$ cat config.mk
export PLATFORM = sky130hd
export DESIGN_NAME = cardinal_lsu
export DESIGN_NICKNAME = d
export VERILOG_FILES = /design/src/rtl/cardinal_lsu_pkg.sv /design/src/rtl/cardinal_lsu_decode.sv /design/src/rtl/cardinal_lsu.sv
export SDC_FILE = /design/constraint.sdc
export NUM_CORES = 1
export LEC_CHECK = 0
export CORE_AREA = 8 8 193 195
export CTS_BUF_LIST = sky130_fd_sc_hd__clkbuf_8
export DETAILED_ROUTE_END_ITERATION = 8
export DIE_AREA = 0 0 201 203
export GPL_TIMING_DRIVEN = 1
export SLEW_MARGIN = 0
export SYNTH_ARGS = -nofsm -noshare
export SYNTH_HDL_FRONTEND = slang
export SYNTH_SLANG_ARGS = --single-unit
$ cat constraint.sdc
create_clock -name clk -period 11.3 [get_ports clk]
set_input_delay 2.26 -clock clk [delete_from_list [all_inputs] [get_ports clk]]
set_output_delay 2.26 -clock clk [all_outputs]
set_load 0.01 [all_outputs]
$ cat src/rtl/cardinal_lsu_pkg.sv
// Shared types and constants for the cardinal load/store unit.
package cardinal_lsu_pkg;

  typedef enum logic [1:0] {
    IDLE = 2'd0,
    REQ  = 2'd1,
    DATA = 2'd2
  } lsu_state_e;

  localparam int CH_DMEM = 0;
  localparam int CH_NIC  = 3;

  // Wait counter holds 0..timeout-1.
  function automatic int timeout_cnt_w(input int timeout);
    return (timeout <= 1) ? 1 : $clog2(timeout);
  endfunction

endpackage

$ cat src/rtl/cardinal_lsu_decode.sv
// Channel decode: top address bits -> one-hot channel select plus valid flag.
module cardinal_lsu_decode #(
  parameter int SEL_W  = 2,
  parameter int NUM_CH = 4
) (
  input  logic [SEL_W-1:0]  idx,
  output logic [NUM_CH-1:0] sel_oh,
  output logic              idx_valid
);

  // One-hot select; an index beyond the populated channels selects nothing.
  always_comb begin
    idx_valid = (32'(idx) < NUM_CH);
    for (int i = 0; i < NUM_CH; i++) begin
      sel_oh[i] = (32'(idx) == i);
    end
  end

endmodule

$ cat src/rtl/cardinal_lsu.sv
// Load/store unit fanning EXMEM requests out to NUM_CH ready-handshaked targets.
// Optional CARDINAL_LSU_STATS_EN adds saturating stall-cycle and error counters.
module cardinal_lsu
  import cardinal_lsu_pkg::*;
#(
  parameter int DATA_W  = 64,
  parameter int ADDR_W  = 16,
  parameter int SEL_W   = 2,
  parameter int NUM_CH  = 4,
  parameter int RD_W    = 5,
  parameter int TIMEOUT = 255
) (
  input  logic                     clk,
  input  logic                     rst,
  input  logic                     req_valid,
  input  logic                     req_we,
  input  logic [ADDR_W-1:0]        req_addr,
  input  logic [DATA_W-1:0]        req_wdata,
  input  logic [RD_W-1:0]          req_rd,
  output logic                     lsu_stall,
  output logic                     resp_valid,
  output logic [DATA_W-1:0]        resp_data,
  output logic [RD_W-1:0]          resp_rd,
  output logic                     wr_done,
  output logic                     err,
  output logic [NUM_CH-1:0]        ch_en,
  output logic [NUM_CH-1:0]        ch_wr_en,
  output logic [ADDR_W-1:0]        ch_addr,
  output logic [DATA_W-1:0]        ch_wdata,
  input  logic [NUM_CH*DATA_W-1:0] ch_rdata,
  input  logic [NUM_CH-1:0]        ch_ready
`ifdef CARDINAL_LSU_STATS_EN
  ,
  output logic [31:0]              stat_stall_cycles,
  output logic [15:0]              stat_errors
`endif
);

  localparam int CNT_W = timeout_cnt_w(TIMEOUT);

  lsu_state_e        state_q, state_d;
  logic [NUM_CH-1:0] sel_q, sel_d;
  logic              we_q, we_d;
  logic [RD_W-1:0]   rd_q, rd_d;
  logic [CNT_W-1:0]  wait_q, wait_d;
  logic [NUM_CH-1:0] ch_en_q, ch_en_d, ch_wr_en_q, ch_wr_en_d;
  logic [ADDR_W-1:0] ch_addr_q, ch_addr_d;
  logic [DATA_W-1:0] ch_wdata_q, ch_wdata_d;
  logic              resp_valid_q, resp_valid_d;
  logic [DATA_W-1:0] resp_data_q, resp_data_d;
  logic [RD_W-1:0]   resp_rd_q, resp_rd_d;
  logic              wr_done_q, wr_done_d, err_q, err_d, stall_q, stall_d;

  logic [NUM_CH-1:0] dec_oh_s;
  logic              dec_valid_s;
  logic              ready_hit_s;
  logic [DATA_W-1:0] rdata_sel_s;

  cardinal_lsu_decode #(
    .SEL_W  (SEL_W),
    .NUM_CH (NUM_CH)
  ) u_decode (
    .idx       (req_addr[ADDR_W-1 -: SEL_W]),
    .sel_oh    (dec_oh_s),
    .idx_valid (dec_valid_s)
  );

  // Handshake and read-data selection for the latched channel.
  always_comb begin
    ready_hit_s = |(ch_ready & sel_q);
    rdata_sel_s = '0;
    for (int i = 0; i < NUM_CH; i++) begin
      rdata_sel_s = rdata_sel_s | ({DATA_W{sel_q[i]}} & ch_rdata[i*DATA_W +: DATA_W]);
    end
  end

  // Next-state and registered-output computation.
  always_comb begin
    state_d      = state_q;
    sel_d        = sel_q;
    we_d         = we_q;
    rd_d         = rd_q;
    wait_d       = wait_q;
    ch_en_d      = ch_en_q;
    ch_wr_en_d   = ch_wr_en_q;
    ch_addr_d    = ch_addr_q;
    ch_wdata_d   = ch_wdata_q;
    resp_valid_d = 1'b0;
    resp_data_d  = resp_data_q;
    resp_rd_d    = resp_rd_q;
    wr_done_d    = 1'b0;
    err_d        = 1'b0;
    case (state_q)
      IDLE: begin
        if (req_valid) begin
          ch_addr_d  = req_addr;
          ch_wdata_d = req_wdata;
          we_d       = req_we;
          rd_d       = req_rd;
          sel_d      = dec_oh_s;
          wait_d     = '0;
          if (dec_valid_s) begin
            state_d    = REQ;
            ch_en_d    = dec_oh_s;
            ch_wr_en_d = {NUM_CH{req_we}} & dec_oh_s;
          end else begin
            // Unmapped address: answer at once, never touch a channel.
            err_d        = 1'b1;
            resp_valid_d = ~req_we;
            resp_data_d  = '0;
            resp_rd_d    = req_rd;
          end
        end else begin
          state_d = IDLE;
        end
      end
      REQ: begin
        if (ready_hit_s) begin
          ch_en_d    = '0;
          ch_wr_en_d = '0;
          wait_d     = '0;
          if (we_q) begin
            state_d   = IDLE;
            wr_done_d = 1'b1;
          end else begin
            state_d = DATA;
          end
        end else if (wait_q == CNT_W'(TIMEOUT - 1)) begin
          state_d      = IDLE;
          ch_en_d      = '0;
          ch_wr_en_d   = '0;
          wait_d       = '0;
          err_d        = 1'b1;
          resp_valid_d = ~we_q;
          resp_data_d  = '0;
          resp_rd_d    = rd_q;
        end else begin
          wait_d = wait_q + CNT_W'(1);
        end
      end
      DATA: begin
        state_d      = IDLE;
        resp_valid_d = 1'b1;
        resp_data_d  = rdata_sel_s;
        resp_rd_d    = rd_q;
      end
      default: begin
        state_d    = IDLE;
        ch_en_d    = '0;
        ch_wr_en_d = '0;
      end
    endcase
    stall_d = (state_d != IDLE);
  end

  // State and output registers.
  always_ff @(posedge clk or posedge rst) begin
    if (rst) begin
      state_q      <= IDLE;
      sel_q        <= '0;
      we_q         <= 1'b0;
      rd_q         <= '0;
      wait_q       <= '0;
      ch_en_q      <= '0;
      ch_wr_en_q   <= '0;
      ch_addr_q    <= '0;
      ch_wdata_q   <= '0;
      resp_valid_q <= 1'b0;
      resp_data_q  <= '0;
      resp_rd_q    <= '0;
      wr_done_q    <= 1'b0;
      err_q        <= 1'b0;
      stall_q      <= 1'b0;
    end else begin
      state_q      <= state_d;
      sel_q        <= sel_d;
      we_q         <= we_d;
      rd_q         <= rd_d;
      wait_q       <= wait_d;
      ch_en_q      <= ch_en_d;
      ch_wr_en_q   <= ch_wr_en_d;
      ch_addr_q    <= ch_addr_d;
      ch_wdata_q   <= ch_wdata_d;
      resp_valid_q <= resp_valid_d;
      resp_data_q  <= resp_data_d;
      resp_rd_q    <= resp_rd_d;
      wr_done_q    <= wr_done_d;
      err_q        <= err_d;
      stall_q      <= stall_d;
    end
  end

  assign lsu_stall  = stall_q;
  assign resp_valid = resp_valid_q;
  assign resp_data  = resp_data_q;
  assign resp_rd    = resp_rd_q;
  assign wr_done    = wr_done_q;
  assign err        = err_q;
  assign ch_en      = ch_en_q;
  assign ch_wr_en   = ch_wr_en_q;
  assign ch_addr    = ch_addr_q;
  assign ch_wdata   = ch_wdata_q;

`ifdef CARDINAL_LSU_STATS_EN
  logic [31:0] stall_cnt_q, stall_cnt_d;
  logic [15:0] err_cnt_q, err_cnt_d;

  // Saturating event counters.
  always_comb begin
    if (stall_q && (stall_cnt_q != 32'hFFFF_FFFF)) begin
      stall_cnt_d = stall_cnt_q + 32'd1;
    end else begin
      stall_cnt_d = stall_cnt_q;
    end
    if (err_q && (err_cnt_q != 16'hFFFF)) begin
      err_cnt_d = err_cnt_q + 16'd1;
    end else begin
      err_cnt_d = err_cnt_q;
    end
  end

  // Counter registers.
  always_ff @(posedge clk or posedge rst) begin
    if (rst) begin
      stall_cnt_q <= 32'd0;
      err_cnt_q   <= 16'd0;
    end else begin
      stall_cnt_q <= stall_cnt_d;
      err_cnt_q   <= err_cnt_d;
    end
  end

  assign stat_stall_cycles = stall_cnt_q;
  assign stat_errors       = err_cnt_q;
`endif

endmodule

# Yosys cells after proc, flatten, opt, wreduce, memory -nomap -nowiden
# Cells that the tools add are included.
# word_totals
ff_bits	181
input_bits	349
word_cells	77
# classes
n_addsub	1
n_eq_ne	10
muxes	30
bitwise	11
n_reduce_logical	10
# ops
cell	count
AND 64 bit	4
bitwise OR 64 bit	3
2-to-1 mux 64 bit	2
case mux 64 bit (2 select lines)	1
2-to-1 mux 8 bit	3
case mux 4 bit (3 select lines)	2
2-to-1 mux 4 bit	4
case mux 8 bit (2 select lines)	1
2-to-1 mux 5 bit	2
case mux 5 bit (2 select lines)	1
2-to-1 mux 1 bit	9
adder 8 x 1 -> 8 bit, second input constant	1
AND 4 bit	2
== test 8 bit, second input constant	1
== test 2 bit, second input constant	3
2-to-1 mux 2 bit	3
!= test 2 bit, second input constant	3
AND reduction 3 bit	2
nonzero test 2 bit	3
== test 2 x 1 -> 1 bit, second input constant	2
logical NOT 2 bit	2
case mux 2 bit (2 select lines)	1
AND reduction 2 bit	2
OR reduction 4 bit	1
3 further kinds	4

# Logic depth before layout (Yosys ltp)
# Gate-level depths: netlist of the first run.
# depth
depth_word	5
ltp_mapped	8

# By module
# Synthesis of the first run repeated with hierarchy kept, for this count alone.
# hier_totals
hier_cells	779
area_unflattened_um2	8657.1
# by_module_without_submodules
mod	n_inst	cells_per_inst	area_per_inst_um2
cardinal_lsu	1	773	8619.5
cardinal_lsu_decode	1	6	37.5

# Worst setup path before layout of the first run
# Ideal clock, no wire load.
# synth_timing
kind	input-to-reg
startpoint	in ch_ready[0]
endpoint	reg resp_data_q[15] (netlist: resp_data[15])
t_arrival_ns	3.382
slack_ns	7.793
cell_stages	6
path_cell_list	a22oi_2 -> and2_2 -> a31oi_4 -> buf_6 -> buf_6 -> mux2_4
# synth_via
elab_chain_cells	4
# synth_lines
item	line	source
from (decl)	cardinal_lsu.sv:31	input logic [NUM_CH-1:0] ch_ready
AND 4 bit	cardinal_lsu.sv:70	ready_hit_s = |(ch_ready & sel_q);
OR reduction 4 bit	cardinal_lsu.sv:70	
!= test 2 bit (no source line)	--	
AND reduction 3 bit (no source line)	--	
to (signal assigned)	cardinal_lsu.sv:185	resp_data_q <= resp_data_d;
to (decl)	cardinal_lsu.sv:50	logic [DATA_W-1:0] resp_data_q, resp_data_d;
# No other way between the ends.
# A chain may end at the register's enable or synchronous reset.

# Final worst setup path of the first run
# layout_timing
startpoint	in ch_ready[2]
endpoint	reg resp_rd_q[3] (netlist: resp_rd[3])
# layout_via
elab_chain_cells	4
# layout_lines
item	line	source
AND 4 bit	cardinal_lsu.sv:70	
OR reduction 4 bit	cardinal_lsu.sv:70	
!= test 2 bit (no source line)	--	
AND reduction 3 bit (no source line)	--	
to (signal assigned)	cardinal_lsu.sv:186	resp_rd_q <= resp_rd_d;
to (decl)	cardinal_lsu.sv:51	logic [RD_W-1:0] resp_rd_q, resp_rd_d;
# No other way between the ends.

==> reports/qor.yml, run 1 <==
status:
  run_status: "finished clean"
sta:
  fmax_mhz: 240
  timing.final.crit_share: 0.368
  hold_viol_final: 0
  rsz0062_at_grt: "no"
  slew_violations: 0
  max_slew_margin: 0.309
  finalCriticalPeriod_ns: 4.16
  worst_pin_slew_ns: 1.04
  skew_ns: 0.0143
  fin_ws_ns: 7.14
  tns_ns: 0
  finalSetupViolations: 0
global_route:
  grt_max_degree: 123
  met2_usage: 0.325
  busiest_layer: "met2"
  antenna_found_initial: 3
  grt_pass1_vias: 8934
  grt.met3_usage: 0.0850
  track_usage: 0.187
  grt_overflow: 0
  grt_use_met1: 0.204
  grt_pass1_wl_um: 58500
setup_path:
  r2r_slack_ns: 8.80
  worst_r2r_path_depth: 7
  crit_required_ns: 11.63
  path_max_fanout: 69
  regToRegEndpoint: "resp_rd[3]"
  arrival_ns: 4.50
  crit_type: "in -> reg"
  endpoint_kind: "flop"
  rr_startpoint: "wait_q[0]"
  setup.worst_path.start_class: "primary input"
final_layout:
  nets: 1676
  area_growth_pct: 68.5
  drive_above_1_share: 0.0929
  nFillCells: 3351
clock_network:
  clk_latency_ns: 0.46
  root_buffer: "clkbuf_8"
  hold_buffers: 0
  post_cts_buffers: 0
  cts_tree: "yes"
  clockBufferDepth: 2
  cts_resized: 0
  clock-sinks: 181
  htree_levels: 4
  cts_buffers: 17
  clk_pin_slew_ns: 0.09
detailed_routing:
  drt_iter0_drc: 330
  drtPass1Iterations: 4
  num_vias: 8413
  drc: 0
  viasPerCell: 4.69
  drt-total-wl_um: 39300
  antenna_left: 0
  wire_per_inst_um: 21.9
place:
  pre_cts_slack_ns: 6.64
  post-dp-hpwl_um: 29800
  port_buffers: 509
  gp_congestion: 0.831
floorplan:
  core.rowCount: 68
  coreArea_um2: 34100
  initial_core_util: 0.252
  die_area_um2: 40800
  die_y_um: 203
  io_pins: 510
  die_width_um: 201
power:
  total_leakage_power_uw: 0.00622
  peakVddDrop_mv: 0.112
  powerDensity_nw_per_um2: 215
logic_synthesis:
  netlist_area_um2: 8600
  ys_seq_area_frac: 0.527
  yosysUniqueCellTypes: 38
  yosysWarnings: 0
  async_flop_share: 1.00
  synthFlopType: "dfrtp_1"
  ys_seq_elements: 181
  synth_nets: 1202
  syn_inst: 848
  syn_avg_cell_area_um2: 10.1
  synth-edff-count: 0
worst_hold_path:
  hold-path-cell-count: 2
  hp-start: "rd_q[2]"
  hp-class: "reg -> reg"
  min_to: "rd_q[2]"
run:
  drv_cap: 0
critical path, stage by stage:
cell,delay [ns]
clkdlybuf4s50_1,0.49
a22oi_2,0.10
and2_2,0.22
a31oi_4,0.15
buf_4,0.74
mux2_2,0.42
state kept, by name, summed over array words and instances, names as in the netlist, 2 cells and up:
signal     flops
ch_wr_en       4
ch_wdata      64
ch_en          4
wait_q         8
sel_q          4
resp_data     64
rd_q           5
state_q        2
resp_rd        5
ch_addr       16
area by class of cell:
type / instances / area, um2 / area share
clock buffers: 19 / 262 / 0.0180
well taps: 455 / 569 / 0.0393
repair buffers: 518 / 5160 / 0.356
diodes: 2 / 5.00 / 0.000345
multi-input cells: 598 / 3800 / 0.262
flip-flops and latches: 181 / 4530 / 0.313
inverters: 6 / 30.0 / 0.00207
clock inverters: 13 / 134 / 0.00924
power by group:
part | total [uW] | leakage [uW] | internal (uW) | switching [uW]
Clock | 455 | 0.000209 | 195 | 260
Sequential | 1040 | 0.00236 | 896 | 145
Combinational | 1630 | 0.00365 | 800 | 825
per-layer routing:
metal	wire length, um	vias up
met5	11	-
met4	704	2
met3	4090	26
met2	19600	378
met1	14900	4077
li1	-	3930
placed cells by master (no fill, tap or decap), types with 5 or more instances in the layout:
master           instances
o311ai_0                 5
a21boi_0                64
buf_4                    9
clkdlybuf4s50_1        509
nand3_1                  7
o21ai_0                  7
inv_6                    6
a22oi_1                128
a22o_1                   5
clkbuf_8                19
inv_1                    6
mux2_4                  10
nand2_1                269
mux2_2                  60
dfrtp_1                177
cells by family after synthesis:
kind of cell	after synthesis	share of synthesized area
AOI/OAI and AO/OA	227	0.202
adders and majority gates	5	0.00727
buffers and inverters	69	0.0329
DFF	181	0.527
muxes	70	0.0960
and+or+nand+nor	296	0.135
synth_stat cells (all sizes together), types with 2 or more instances:
| master | count | area [um2] |
|---|---|---|
| buf | 25 | 116 |
| dfrtp | 181 | 4530 |
| nor2b | 2 | 12.5 |
| ha | 5 | 62.6 |
| nor2 | 6 | 27.5 |
| o2bb2ai | 2 | 17.5 |
| and3 | 3 | 18.8 |
| a32o | 4 | 40.0 |
| mux2 | 70 | 826 |
| nand2b | 2 | 12.5 |
| o311ai | 5 | 43.8 |
| a22oi | 130 | 986 |
| a22o | 5 | 43.8 |
| a21boi | 64 | 480 |
| inv | 6 | 22.5 |
| a21o | 4 | 30.0 |
| nand2 | 270 | 1010 |
| and2 | 2 | 13.8 |
| clkbuf | 38 | 144 |
| o21ai | 7 | 35.0 |
| nand3 | 7 | 35.0 |
worst max-delay path by stage:
stage	startpoint	to	slack, ns
floorplan	rst	ch_addr[0]	4.12
global placement	ch_ready[0]	resp_data[53]	6.68
detailed placement	ch_ready[0]	resp_data[53]	6.64
CTS	ch_ready[0]	resp_data[7]	7.17
global route	ch_ready[0]	resp_data[7]	7.09
finish	ch_ready[2]	resp_rd[3]	7.14
through the flow:
stage	util	hold WS [ns]	instance area, um2	instances	power [uW]
after floorplan	-	0.442	8600	848	1820
after detailed placement	0.413	0.461	14100	1758	2720
final	0.425	0.477	14500	1792	3120
after global routing	0.425	0.492	14500	1792	3350
after global placement	0.413	0.456	14100	1758	2700
after CTS	0.425	0.485	14500	1790	3190
Power figures use the tool's default switching activity.
==> inputs of run 2 (changes only) <==
==> constraint.sdc (replaced) <==
create_clock -name clk -period 3.9 [get_ports clk]
set_input_delay 0.78 -clock clk [delete_from_list [all_inputs] [get_ports clk]]
set_output_delay 0.78 -clock clk [all_outputs]
set_load 0.01 [all_outputs]
==> reports/qor.yml, run 2 (synthesized netlist as in run 1, its figures left out) <==
place:
  post-dp-hpwl_um: 30300
  gp_congestion: 0.796
  pre_cts_slack_ns: 0.780
  port_buffers: 509
floorplan:
  core.rowCount: 68
  io_pins: 510
  coreArea_um2: 34100
  initial_core_util: 0.252
  die_y_um: 203
  die_area_um2: 40800
  die_width_um: 201
detailed_routing:
  drtPass1Iterations: 4
  viasPerCell: 4.62
  drc: 0
  drt-total-wl_um: 39400
  num_vias: 8340
  wire_per_inst_um: 21.8
  antenna_left: 0
  drt_iter0_drc: 380
clock_network:
  hold_buffers: 0
  htree_levels: 4
  root_buffer: "clkbuf_8"
  clockBufferDepth: 2
  clock-sinks: 181
  post_cts_buffers: 0
  clk_latency_ns: 0.47
  clk_pin_slew_ns: 0.10
  cts_tree: "yes"
  cts_buffers: 17
  cts_resized: 0
run:
  drv_cap: 0
global_route:
  track_usage: 0.186
  grt_overflow: 0
  grt_max_degree: 80
  grt_pass1_wl_um: 58000
  antenna_found_initial: 8
  grt_pass1_vias: 8753
setup_path:
  path_max_fanout: 14
  regToRegEndpoint: "resp_data[25]"
  setup.worst_path.start_class: "primary input"
  cpMaxStageDelayCell: "a31oi_4"
  worst_r2r_path_depth: 7
  cp_cell_sequence: "clkdlybuf4s50_1 > a22oi_2 > and2_2 > a31oi_4 > buf_4 > mux2_2"
  arrival_ns: 2.93
  crit_type: "in -> reg"
  crit_required_ns: 4.25
  critPathMaxStageDelay_ns: 0.64
  r2r_slack_ns: 1.49
  endpoint_kind: "flop"
  rr_startpoint: "wait_q[0]"
sta:
  fin_ws_ns: 1.32
  rsz0062_at_grt: "no"
  hold_viol_final: 0
  worst_pin_slew_ns: 0.841
  tns_ns: 0
  holdWs_ns: 0.482
  skew_ns: 0.0184
  slew_violations: 0
  finalSetupViolations: 0
  timing.final.crit_share: 0.662
  max_slew_margin: 0.440
  finalCriticalPeriod_ns: 2.58
  fmax_mhz: 387
final_layout:
  nets: 1690
  drive_above_1_share: 0.103
  final_common_cell: "clkdlybuf4s50_1"
  area_growth_pct: 70.8
  layout_common_cells: "509 x clkdlybuf4s50_1, 269 x nand2_1, 177 x dfrtp_1"
worst_hold_path:
  hold-path-cell-count: 2
  hp-start: "ch_addr[2]"
  hp-class: "reg -> reg"
  min_to: "ch_addr[2]"
power:
  peakVddDrop_mv: 0.324
  powerDensity_nw_per_um2: 626
  total_leakage_power_uw: 0.00631
status:
  run_status: "finished clean"
==> run 2: changes by cell type in the layout (fill, tap and decap cells not counted), sizes merged <==
cell      delta
buf         +14
bufinv       +2
clkbuf       +1
clkinv       +2
clkinvlp     +2
inv          -7
==> run 2: where the power goes <==
part           internal (uW)  switching [uW]
registers               2600             414
logic                   2370            2390
clock network            697             732
==> run 2: cell type report <==
class                           count  area (um2)
Antenna cell                        2        5.00
Clock buffer                       20         275
Clock inverter                     12         164
Fill cell                        3304       19400
Inverter                            6        26.3
Multi-Input combinational cell    598        3800
Sequential cell                   181        4530
Tap cell                          455         569
Timing Repair Buffer              532        5320
==> run 2: per-stage QoR <==
stage                     std cells  total power (uW)  instance area (um2)  utilization
after detailed placement       1772              7910                14200        0.418
after CTS                      1804              9390                14700        0.430
after global placement         1772              7850                14200        0.418
after floorplan                 848              5270                 8600            -
final                          1806              9200                14700        0.431
after global routing           1806              9850                14700        0.431
==> run 2: critical path, delay by kind of cell <==
family	cells	cell delay, ns
buf+inv	2	0.81
compound gates	2	0.74
mux	1	0.36
simple gates	1	0.24
==> run 2: how the worst max path moves through the flow <==
stage          cells past startpoint  slack [ns]            end        start
5_1_grt                            6        1.26  resp_data[37]  ch_ready[0]
4_1_cts                            6        1.31  resp_data[10]  ch_ready[0]
3_3_place_gp                       6        0.87  resp_data[10]  ch_ready[0]
3_5_place_dp                       6        0.78  resp_data[10]  ch_ready[0]
2_1_floorplan                      1        0.80     ch_addr[0]          rst
6_report                           6        1.32  resp_data[25]  ch_ready[0]
==> run 2: routing by layer <==
layer / track usage / wire, um / vias up
li1: - / - / 3964
met1: 0.205 / 15100 / 3963
met2: 0.320 / 19600 / 364
met3: 0.0848 / 3980 / 37
met4: 0.0478 / 668 / 12
met5: 0 / 82 / -
==> inputs of run 3 (changes only) <==
==> constraint.sdc (replaced) <==
create_clock -name clk -period 2.3 [get_ports clk]
set_input_delay 0.46 -clock clk [delete_from_list [all_inputs] [get_ports clk]]
set_output_delay 0.46 -clock clk [all_outputs]
set_load 0.01 [all_outputs]
==> reports/qor.yml, run 3 (synthesized netlist as in run 1, its figures left out) <==
detailed_routing:
  num_vias: 8398
  wire_per_inst_um: 21.7
  viasPerCell: 4.62
  antenna_left: 0
  drt_iter0_drc: 396
  drt-total-wl_um: 39400
  drc: 0
  drtPass1Iterations: 8
clock_network:
  post_cts_buffers: 0
  root_buffer: "clkbuf_8"
  htree_levels: 4
  cts_buffers: 17
  clock-sinks: 181
  cts_tree: "yes"
  clk_latency_ns: 0.46
  hold_buffers: 0
  cts_resized: 0
  clk_pin_slew_ns: 0.10
  clockBufferDepth: 2
sta:
  rsz0062_at_grt: "no"
  max_slew_margin: 0.606
  timing.final.crit_share: 0.850
  hold_viol_final: 0
  holdWs_ns: 0.314
  worst_pin_slew_ns: 0.591
  tns_ns: 0
  fmax_mhz: 511
  finalSetupViolations: 0
  skew_ns: 0.0174
  finalCriticalPeriod_ns: 1.96
  slew_violations: 0
setup_path:
  setup.worst_path.start_class: "flop"
  arrival_ns: 2.30
  critPathMaxStageDelay_ns: 0.42
  cpMaxStageDelayCell: "dfrtp_1"
  worst_r2r_path_depth: 8
  rr_startpoint: "wait_q[0]"
  cp.depth: 8
  crit_required_ns: 2.64
  crit_type: "reg -> reg"
  cp_cell_sequence: "inv_1 > ha_1 > nand4_1 > nor2_2 > a31oi_4 > buf_12 > buf_4 > mux2_2"
  path_max_fanout: 12
  cp-startpoint: "wait_q[0]"
  path_delay_family: "flip-flops"
  endpoint_kind: "flop"
  crit_buf_inv: 3
global_route:
  antenna_found_initial: 3
  grt_pass1_wl_um: 59000
  grt_pass1_vias: 9069
  grt_max_degree: 68
  grt_overflow: 0
  track_usage: 0.188
final_layout:
  drive_above_1_share: 0.110
  design_area_um2: 14900
  area_growth_pct: 72.7
  final_common_cell: "clkdlybuf4s50_1"
  nets: 1702
  layout_common_cells: "509 x clkdlybuf4s50_1, 269 x nand2_1, 177 x dfrtp_1"
  nFillCells: 3293
  num_antenna_cells: 0
place:
  port_buffers: 509
  post-dp-hpwl_um: 31100
  gp_congestion: 0.803
  postPlaceCellArea_um2: 14400
status:
  run_status: "finished clean"
floorplan:
  die_area_um2: 40800
  die_y_um: 203
  io_pins: 510
  die_width_um: 201
  core.rowCount: 68
  coreArea_um2: 34100
  initial_core_util: 0.252
run:
  drv_cap: 0
power:
  peakVddDrop_mv: 0.562
  powerDensity_nw_per_um2: 1060
  total_leakage_power_uw: 0.00640
worst_hold_path:
  hp-class: "in -> async"
==> run 3: final cells by class <==
| class | instances | area [um2] | share of cell area |
|---|---|---|---|
| clock inverters | 12 | 141 | 0.00952 |
| multi-input cells | 598 | 3800 | 0.256 |
| well taps | 455 | 569 | 0.0383 |
| clock buffers | 20 | 275 | 0.0185 |
| inverters | 6 | 26.3 | 0.00177 |
| flip-flops and latches | 181 | 4530 | 0.305 |
| repair buffers | 544 | 5510 | 0.371 |
==> run 3: power breakdown <==
group	internal, uW	switching [uW]
registers	4410	745
clock network	1070	1250
logic	4230	4070
total	9710	6070
==> run 3: per-stage QoR <==
stage               total power [uW]  worst slack (ns)  utilization  instances
finish                         15800             0.344        0.435       1816
global route                   16900             0.224        0.435       1816
detailed placement             13700            0.0141        0.423       1784
floorplan                       8940            -0.483            -        848
CTS                            16100             0.236        0.435       1816
global placement               13600            0.0476        0.423       1784
==> run 3: layer usage <==
metal,GRT usage,part of all wire,vias to the layer above
met3,0.0740,0.089,30
li1,-,-,3987
met1,0.209,0.39,4000
met5,0,0.0010,-
met4,0.0384,0.012,6
met2,0.336,0.51,375
==> run 3: final timing paths <==
| kind | endpoint | slack, ns |
|---|---|---|
| min | ch_wdata[19] | 0.31 |
| max in group asynchronous | resp_data[17] | 1.30 |
| min reg2reg | ch_addr[13] | 0.48 |
| min in group clk | ch_addr[13] | 0.48 |
| max | resp_data[62] | 0.34 |
| max reg2reg | resp_data[62] | 0.34 |
